**src/rtl/hfosc_clkgen.sv**
```systemverilog
// HFOSC clock generator: power-up startup delay, then NUM_CH run-time
// programmable clock-enable strobes and 50% duty divided clocks.
module hfosc_clkgen #(
  parameter int NUM_CH      = 4,
  parameter int DIV_W       = 8,
  parameter int STARTUP_CYC = 100
) (
  input  logic                    clk,
  input  logic                    rst_n,
  input  logic                    pu_i,
  input  logic                    en_i,
  input  logic                    sync_i,
  input  logic [NUM_CH*DIV_W-1:0] div_i,
  output logic                    ready_o,
  output logic [NUM_CH-1:0]       tick_o,
  output logic [NUM_CH-1:0]       clk_o
);

  localparam int SW = (STARTUP_CYC > 1) ? $clog2(STARTUP_CYC) : 1;

  typedef enum logic [1:0] {OFF, STARTUP, RUN} state_t;

  state_t                         state, state_n;
  logic [SW-1:0]                  scnt, scnt_n;
  logic                           rdy_n;
  logic                           ch_clr, ch_load, ch_run;

  logic [NUM_CH-1:0][DIV_W-1:0]   div_w;
  logic [NUM_CH-1:0][DIV_W-1:0]   cnt;
  logic [NUM_CH-1:0][DIV_W-1:0]   dact;

  // Packed layout matches the flat bus: channel k is bits [k*DIV_W +: DIV_W].
  assign div_w = div_i;

  always_ff @(posedge clk or negedge rst_n) begin
    if (!rst_n) begin
      state   <= OFF;
      scnt    <= '0;
      ready_o <= 1'b0;
    end else begin
      state   <= state_n;
      scnt    <= scnt_n;
      ready_o <= rdy_n;
    end
  end

  always_comb begin
    state_n = state;
    scnt_n  = scnt;
    rdy_n   = 1'b0;
    ch_clr  = 1'b0;
    ch_load = 1'b0;
    ch_run  = 1'b0;
    case (state)
      OFF: begin
        ch_clr = 1'b1;
        if (pu_i) begin
          state_n = STARTUP;
          scnt_n  = SW'(STARTUP_CYC - 1);
        end
      end
      STARTUP: begin
        ch_clr = 1'b1;
        if (!pu_i) begin
          state_n = OFF;
          scnt_n  = '0;
        end else if (scnt == '0) begin
          state_n = RUN;
          ch_clr  = 1'b0;
          ch_load = 1'b1;
          rdy_n   = 1'b1;
        end else begin
          scnt_n = scnt - SW'(1);
        end
      end
      RUN: begin
        if (!pu_i) begin
          state_n = OFF;
          ch_clr  = 1'b1;
        end else begin
          rdy_n = 1'b1;
          // sync wins over enable and over a coincident terminal count
          if (sync_i)    ch_load = 1'b1;
          else if (en_i) ch_run  = 1'b1;
        end
      end
      default: begin
        state_n = OFF;
        ch_clr  = 1'b1;
      end
    endcase
  end

  // Per-channel dividers; the active ratio is only reloaded at a period end.
  always_ff @(posedge clk or negedge rst_n) begin
    if (!rst_n) begin
      cnt    <= '0;
      dact   <= '0;
      tick_o <= '0;
      clk_o  <= '0;
    end else if (ch_clr) begin
      cnt    <= '0;
      dact   <= '0;
      tick_o <= '0;
      clk_o  <= '0;
    end else if (ch_load) begin
      cnt    <= '0;
      dact   <= div_w;
      tick_o <= '0;
      clk_o  <= '0;
    end else if (ch_run) begin
      for (int k = 0; k < NUM_CH; k++) begin
        if (cnt[k] == dact[k]) begin
          tick_o[k] <= 1'b1;
          cnt[k]    <= '0;
          clk_o[k]  <= ~clk_o[k];
          dact[k]   <= div_w[k];
        end else begin
          tick_o[k] <= 1'b0;
          cnt[k]    <= cnt[k] + DIV_W'(1);
        end
      end
    end else begin
      tick_o <= '0;
    end
  end

endmodule

```
**config.mk**
```make
export PLATFORM = sky130hd
export DESIGN_NAME = hfosc_clkgen
export DESIGN_NICKNAME = d
export VERILOG_FILES = /design/src/rtl/hfosc_clkgen.sv
export SDC_FILE = /design/constraint.sdc
export NUM_CORES = 1
export LEC_CHECK = 0
export ABC_AREA = 1
export BUFFER_PORTS_ARGS = -buffer_cell sky130_fd_sc_hd__buf_2
export CAP_MARGIN = 15
export CORE_ASPECT_RATIO = 1.4
export CORE_UTILIZATION = 41
export CTS_BUF_LIST = sky130_fd_sc_hd__clkbuf_2
export DETAILED_ROUTE_END_ITERATION = 12
export HOLD_SLACK_MARGIN = 0.1
export PLACE_DENSITY = 0.69
export SYNTH_ARGS = -nofsm -noshare
export SYNTH_HDL_FRONTEND = slang
export SYNTH_SLANG_ARGS = --single-unit
```
**constraint.sdc**
```tcl
create_clock -name clk -period 1.7 [get_ports clk]
set_input_delay 0.255 -clock clk [delete_from_list [all_inputs] [get_ports clk]]
set_output_delay 0.255 -clock clk [all_outputs]
set_load 0.005 [all_outputs]
```
* After elaboration in Yosys (flattened, before gate mapping)
Cells that the tools add are included.
** Cells by class
- Add/sub/neg operators :: 5
- Eq/ne operators :: 10
- Mux-type cells :: 52
- Bitwise logic cells :: 4
- Reductions and logical operators :: 14
** Operator list (number)
- 32-bit two-way mux :: 6
- 8-bit two-way mux :: 8
- 8-bit by 1-bit adder with 8-bit output, second input constant :: 4
- 8-bit equality test :: 4
- 4-bit two-way mux :: 6
- 7-bit two-way mux :: 3
- 1-bit two-way mux :: 20
- 3-bit nonzero test :: 5
- 7-bit case mux with 2 select lines :: 1
- 2-bit two-way mux :: 4
- 2-bit AND reduction :: 4
- 7-bit logical NOT :: 1
- 7-bit by 1-bit subtractor with 7-bit output, second input constant :: 1
- 3-bit != test, second input constant :: 2
- 1-bit case mux with 2 select lines :: 3
- 2-bit case mux with 3 select lines :: 1
- 3-bit AND reduction :: 2
- 2-bit != test, second input constant :: 2
- 1-bit inverter :: 4
- 2-bit by 1-bit equality test with 1-bit output, second input constant :: 1
- 2-bit equality test, second input constant :: 1
- 2-bit logical NOT :: 1
- 2-bit nonzero test :: 1
** Word-level totals
- Register bits after elaboration :: 82
- Input port bits :: 37

* Depth between registers and ports, before layout
- Depth in word-level cells :: 7
- Depth in mapped cells :: 11
- Depth with buffers taken out :: 10

* Least setup slack after synthesis
No wires, ideal clock.
- Path kind :: flip-flop to flip-flop
- From :: reg state[0]
- To :: reg clk_o[2]
- Setup time :: 0.118 ns
- Arrival :: 1.540 ns
- Path slack :: 0.042 ns
- Cell stages (with the launch flop) :: 10
- Path through :: dfrtp_1 inv_1 ha_1 nand2_1 nor3_1 buf_2 nand3_1 buf_2 nand4_1 nand2_1
** On the way
- Word-level cells in the longest chain between the ends :: 4
- Elaborated cells between the ends (all ways) :: 10
- Classes of those cells :: eq/ne (2); mux (5); reduce/logical (3)
** Ends and longest elaborated chain
- from (decl) :: RTL line 23 : state_t state, state_n;
- from (signal assigned) :: RTL line 41 : state <= state_n;
- 2-bit equality test / 2-bit by 1-bit equality test with 1-bit output (equally long branches) :: RTL line 54 : case (state)
- 1-bit case mux with 2 select lines / 1-bit two-way mux (equally long branches) :: RTL line 54
- 3-bit nonzero test (no line) / 4-bit two-way mux (equally long branches)
- 2-bit AND reduction (no line) / 4-bit two-way mux (equally long branches)
- to (signal, indexed assignment) :: RTL line 116 : clk_o[k] <= ~clk_o[k];
- to (decl) :: RTL line 16 : output logic [NUM_CH-1:0] clk_o
Several ways; a longest one is shown, not always the timed one.
A chain may end at the register's enable or synchronous reset.

* Worst setup path after layout
- From :: reg scnt[1]
- To :: reg dact[4] in the netlist's numbering
** On the way
- Word-level cells in the longest chain between the ends :: 6
- Elaborated cells between the ends (all ways) :: 12
- Classes of those cells :: mux (8); reduce/logical (4)
** Ends and longest elaborated chain
- from (decl) :: RTL line 24 : logic [SW-1:0] scnt, scnt_n;
- from (signal assigned) :: RTL line 42 : scnt <= scnt_n;
- 7-bit logical NOT * :: RTL line 67 : end else if (scnt == '0) begin
- 1-bit two-way mux :: RTL line 67
- 1-bit two-way mux :: RTL line 64 : if (!pu_i) begin
- 1-bit case mux with 2 select lines :: RTL line 54
- 3-bit nonzero test (no line) / 32-bit two-way mux (equally long branches)
- 2-bit AND reduction (no line) / 32-bit two-way mux (equally long branches)
- to (signal assigned) :: RTL line 108 : dact <= div_w;
- to (signal, indexed assignment) :: RTL line 117 : dact[k] <= div_w[k];
- to (decl) :: RTL line 30 : logic [NUM_CH-1:0][DIV_W-1:0] dact;
Mark *: on every way between the ends. The rest lies on a longest branch, timed or not.

==> results.cfg <==
[sta]
max_slew_margin = 0.747
drv_slew = 0
setup_slack_ns = -0.218
setup_violations = 72
final-hold-violation-count = 0
rsz0062_at_grt = true
fin_crit_sh = 1.13
fmax_mhz = 521
worst_slew_pin_slew_ns = 0.377
skew_ns = 0.0430
fin_crit_ns = 1.92
tns_ns = -10.46

[run_status]
status = complete, but fails checks
violations = setup timing

[synthesis]
synthCells = 897
yosysTopAreaCell = dfrtp_1
syn-cell-area_um2 = 5850
synth_top_cell_area_share = 0.351
syn_nets = 942
ys_async_sr_fraction = 1.00
ys_ff_latch = 82
synth_edf_count = 0
seq_area_frac_synth = 0.351
synth_area_leaders = dfrtp_1 (35%), nand2_1 (20%), nand4_1 (12%), inv_1 (9.1%), nor2_1 (7.3%)
synth_area_per_cell_um2 = 6.52
synth_top_flop_cell = dfrtp_1
yosys_warnings = 0
synth_cell_types = 32

[critical_path]
ff2ff_path_depth = 13
setup.worst_path.start_class = flip-flop
slowest_delay_ns = 0.47
crit_required_ns = 2.22
endpoint_kind = flip-flop
crit_family = buffers and inverters
path_cells = inv_2 > ha_4 > nand2_4 > nor2_4 > nand2_2 > a21oi_4 > buf_12 > buf_8 > inv_6 > buf_6 > nor2_2 > nand2_2 > nand2_1
cp.depth = 13
crit_path_top_delay_cell = dfrtp_1
path_max_fanout = 8
path_class = flip-flop to flip-flop
cp_common_cell = nand2_2
cp_num_buf_inv = 5
cp.arrival_ns = 2.44

[routing]
wl_per_cell_um = 13.7
drc = 0
drt_iter0_markers = 321
vias = 6274
totalWireLength_um = 17200
firstDrtPassIters = 6
antenna_left = 0
avgViaCountPerCell = 5.02

[clock_network]
clock-root-buffer = clkbuf_2
clk_latency_ns = 0.58
cts.sinks = 82
cts_tree = built
cts_buffers = 9
cts_max_level = 3
clockBufferDepth = 2
clk_pin_slew_worst_paths_ns = 0.25

[global_routing]
grt_max_degree = 32
gr-total-overflow = 0
grt_pass1_wl_um = 27300
track_usage = 0.235
grt_pass1_vias = 5860
antenna_found_initial = 1

[cells_and_area]
stdcell_count = 1250
final_nets = 1105
drive_gt1_frac = 0.248
fin_util = 0.596
stdcell_area_um2 = 8300
syn2layout_area_growth_pct = 41.8

[placement]
dp.cells = 1149
dp_hpwl_um = 10100
numPortBuffers = 45
post_dp_cell_area_um2 = 6650
routabilityCongestion = 0.815

[floorplanning]
die_y_um = 143
placement_rows = 51
initial_core_util = 0.420
ios = 46
dieArea_um2 = 14800
die_x_um = 103
core-area_um2 = 13900

[run]
drv_cap = 0

[worst_hold_path]
hp-class = primary input to asynchronous set/reset pin

[power]
powerDensity_nw_per_um2 = 1240
leakage_nw = 4.34
peakVddDrop_mv = 0.597
## cells by family after synthesis
group | share of synthesized area
DFF | 0.351
AOI/OAI and AO/OA | 0.0190
adders and majority gates | 0.0171
buffers and inverters | 0.144
and+or+nand+nor | 0.436
xor gates and xnor gates | 0.0329
## final cells by class
class / instances / area [µm²]
fill: 1238 / 5610
multi-input combinational: 627 / 3350
sequential: 82 / 2050
timing repair buffer: 196 / 2030
inverter: 144 / 551
tap: 185 / 231
clock buffer: 10 / 50.0
clock inverter: 5 / 32.5
antenna: 1 / 2.50
## metrics by stage
step	hold WS (ns)	worst slack [ns]	power [mW]
after global placement	0.181	-0.136	6.90
final	0.106	-0.218	10.3
after detailed placement	0.184	-0.167	6.94
after CTS	0.146	-0.0869	9.43
after global routing	0.116	-0.319	11.0
after floorplan	-0.0406	0.0421	5.70
## path summary, 6_finish.rpt
check | startpoint | end | slack [ns]
worst min-delay path | rst_n | dact[10] | 0.11
max in group asynchronous | rst_n | scnt[6] | 1.09
min in group clk | sync_i | tick_o[0] | 0.30
worst max register to register | scnt[1] | dact[4] | -0.22
worst max-delay path | scnt[1] | dact[4] | -0.22
worst min register to register | clk_o[1] | clk_o[1] | 0.58
## state kept, by name, summed over array words and instances, names as in the netlist
name and count:
clk_o 4, cnt 32, dact 32, ready_o 1, scnt 7, state 2
tick_o 4
## routing by layer
layer / vias to the layer above / part of all wire / global-route usage
li1: 3156 / - / -
met1: 2955 / 0.41 / 0.285
met2: 132 / 0.54 / 0.426
met3: 31 / 0.024 / 0.0233
met4: 0 / 0.025 / 0.0830
met5: - / 0 / 0
## cell usage after synthesis (all sizes together) (2+ instances only)
master / number
ha: 8
nor3: 4
nand2: 320
xor2: 10
nand3: 29
a21oi: 2
nand4: 108
xnor2: 12
dfrtp: 82
o21ai: 9
a22oi: 3
buf: 42
clkbuf: 3
inv: 143
nor2: 116
## power by group
group          switching, mW  internal (mW)  leakage, nW  total [mW]
clock network          0.710          0.183       0.0498       0.893
logic                   3.50           3.15         3.18        6.65
registers              0.401           2.34         1.11        2.74
total                   4.61           5.68         4.34        10.3
## cells in the final DEF (no fill, tap or decap), types with 19 or more instances in the layout
| cell | netlist | final |
|---|---|---|
| buf_2 | 25 | 44 |
| buf_4 | 2 | 62 |
| nand4_1 | 108 | 108 |
| dlygate4sd3_1 | 0 | 34 |
| nand3_1 | 23 | 19 |
| inv_1 | 142 | 135 |
| nor2_1 | 114 | 82 |
| nand2_1 | 318 | 299 |
| dfrtp_1 | 82 | 82 |
| nor2_2 | 1 | 24 |
## what timing repair did
item                                    CTS  global route
gates cloned                              8             6
gates resized for setup                  85            76
endpoints found under the setup margin   78           102
pin swaps                                49            58
hold endpoints to repair                116             0
setup buffers                            28            12
hold buffers                             35             0
Power figures use the tool's default switching activity.
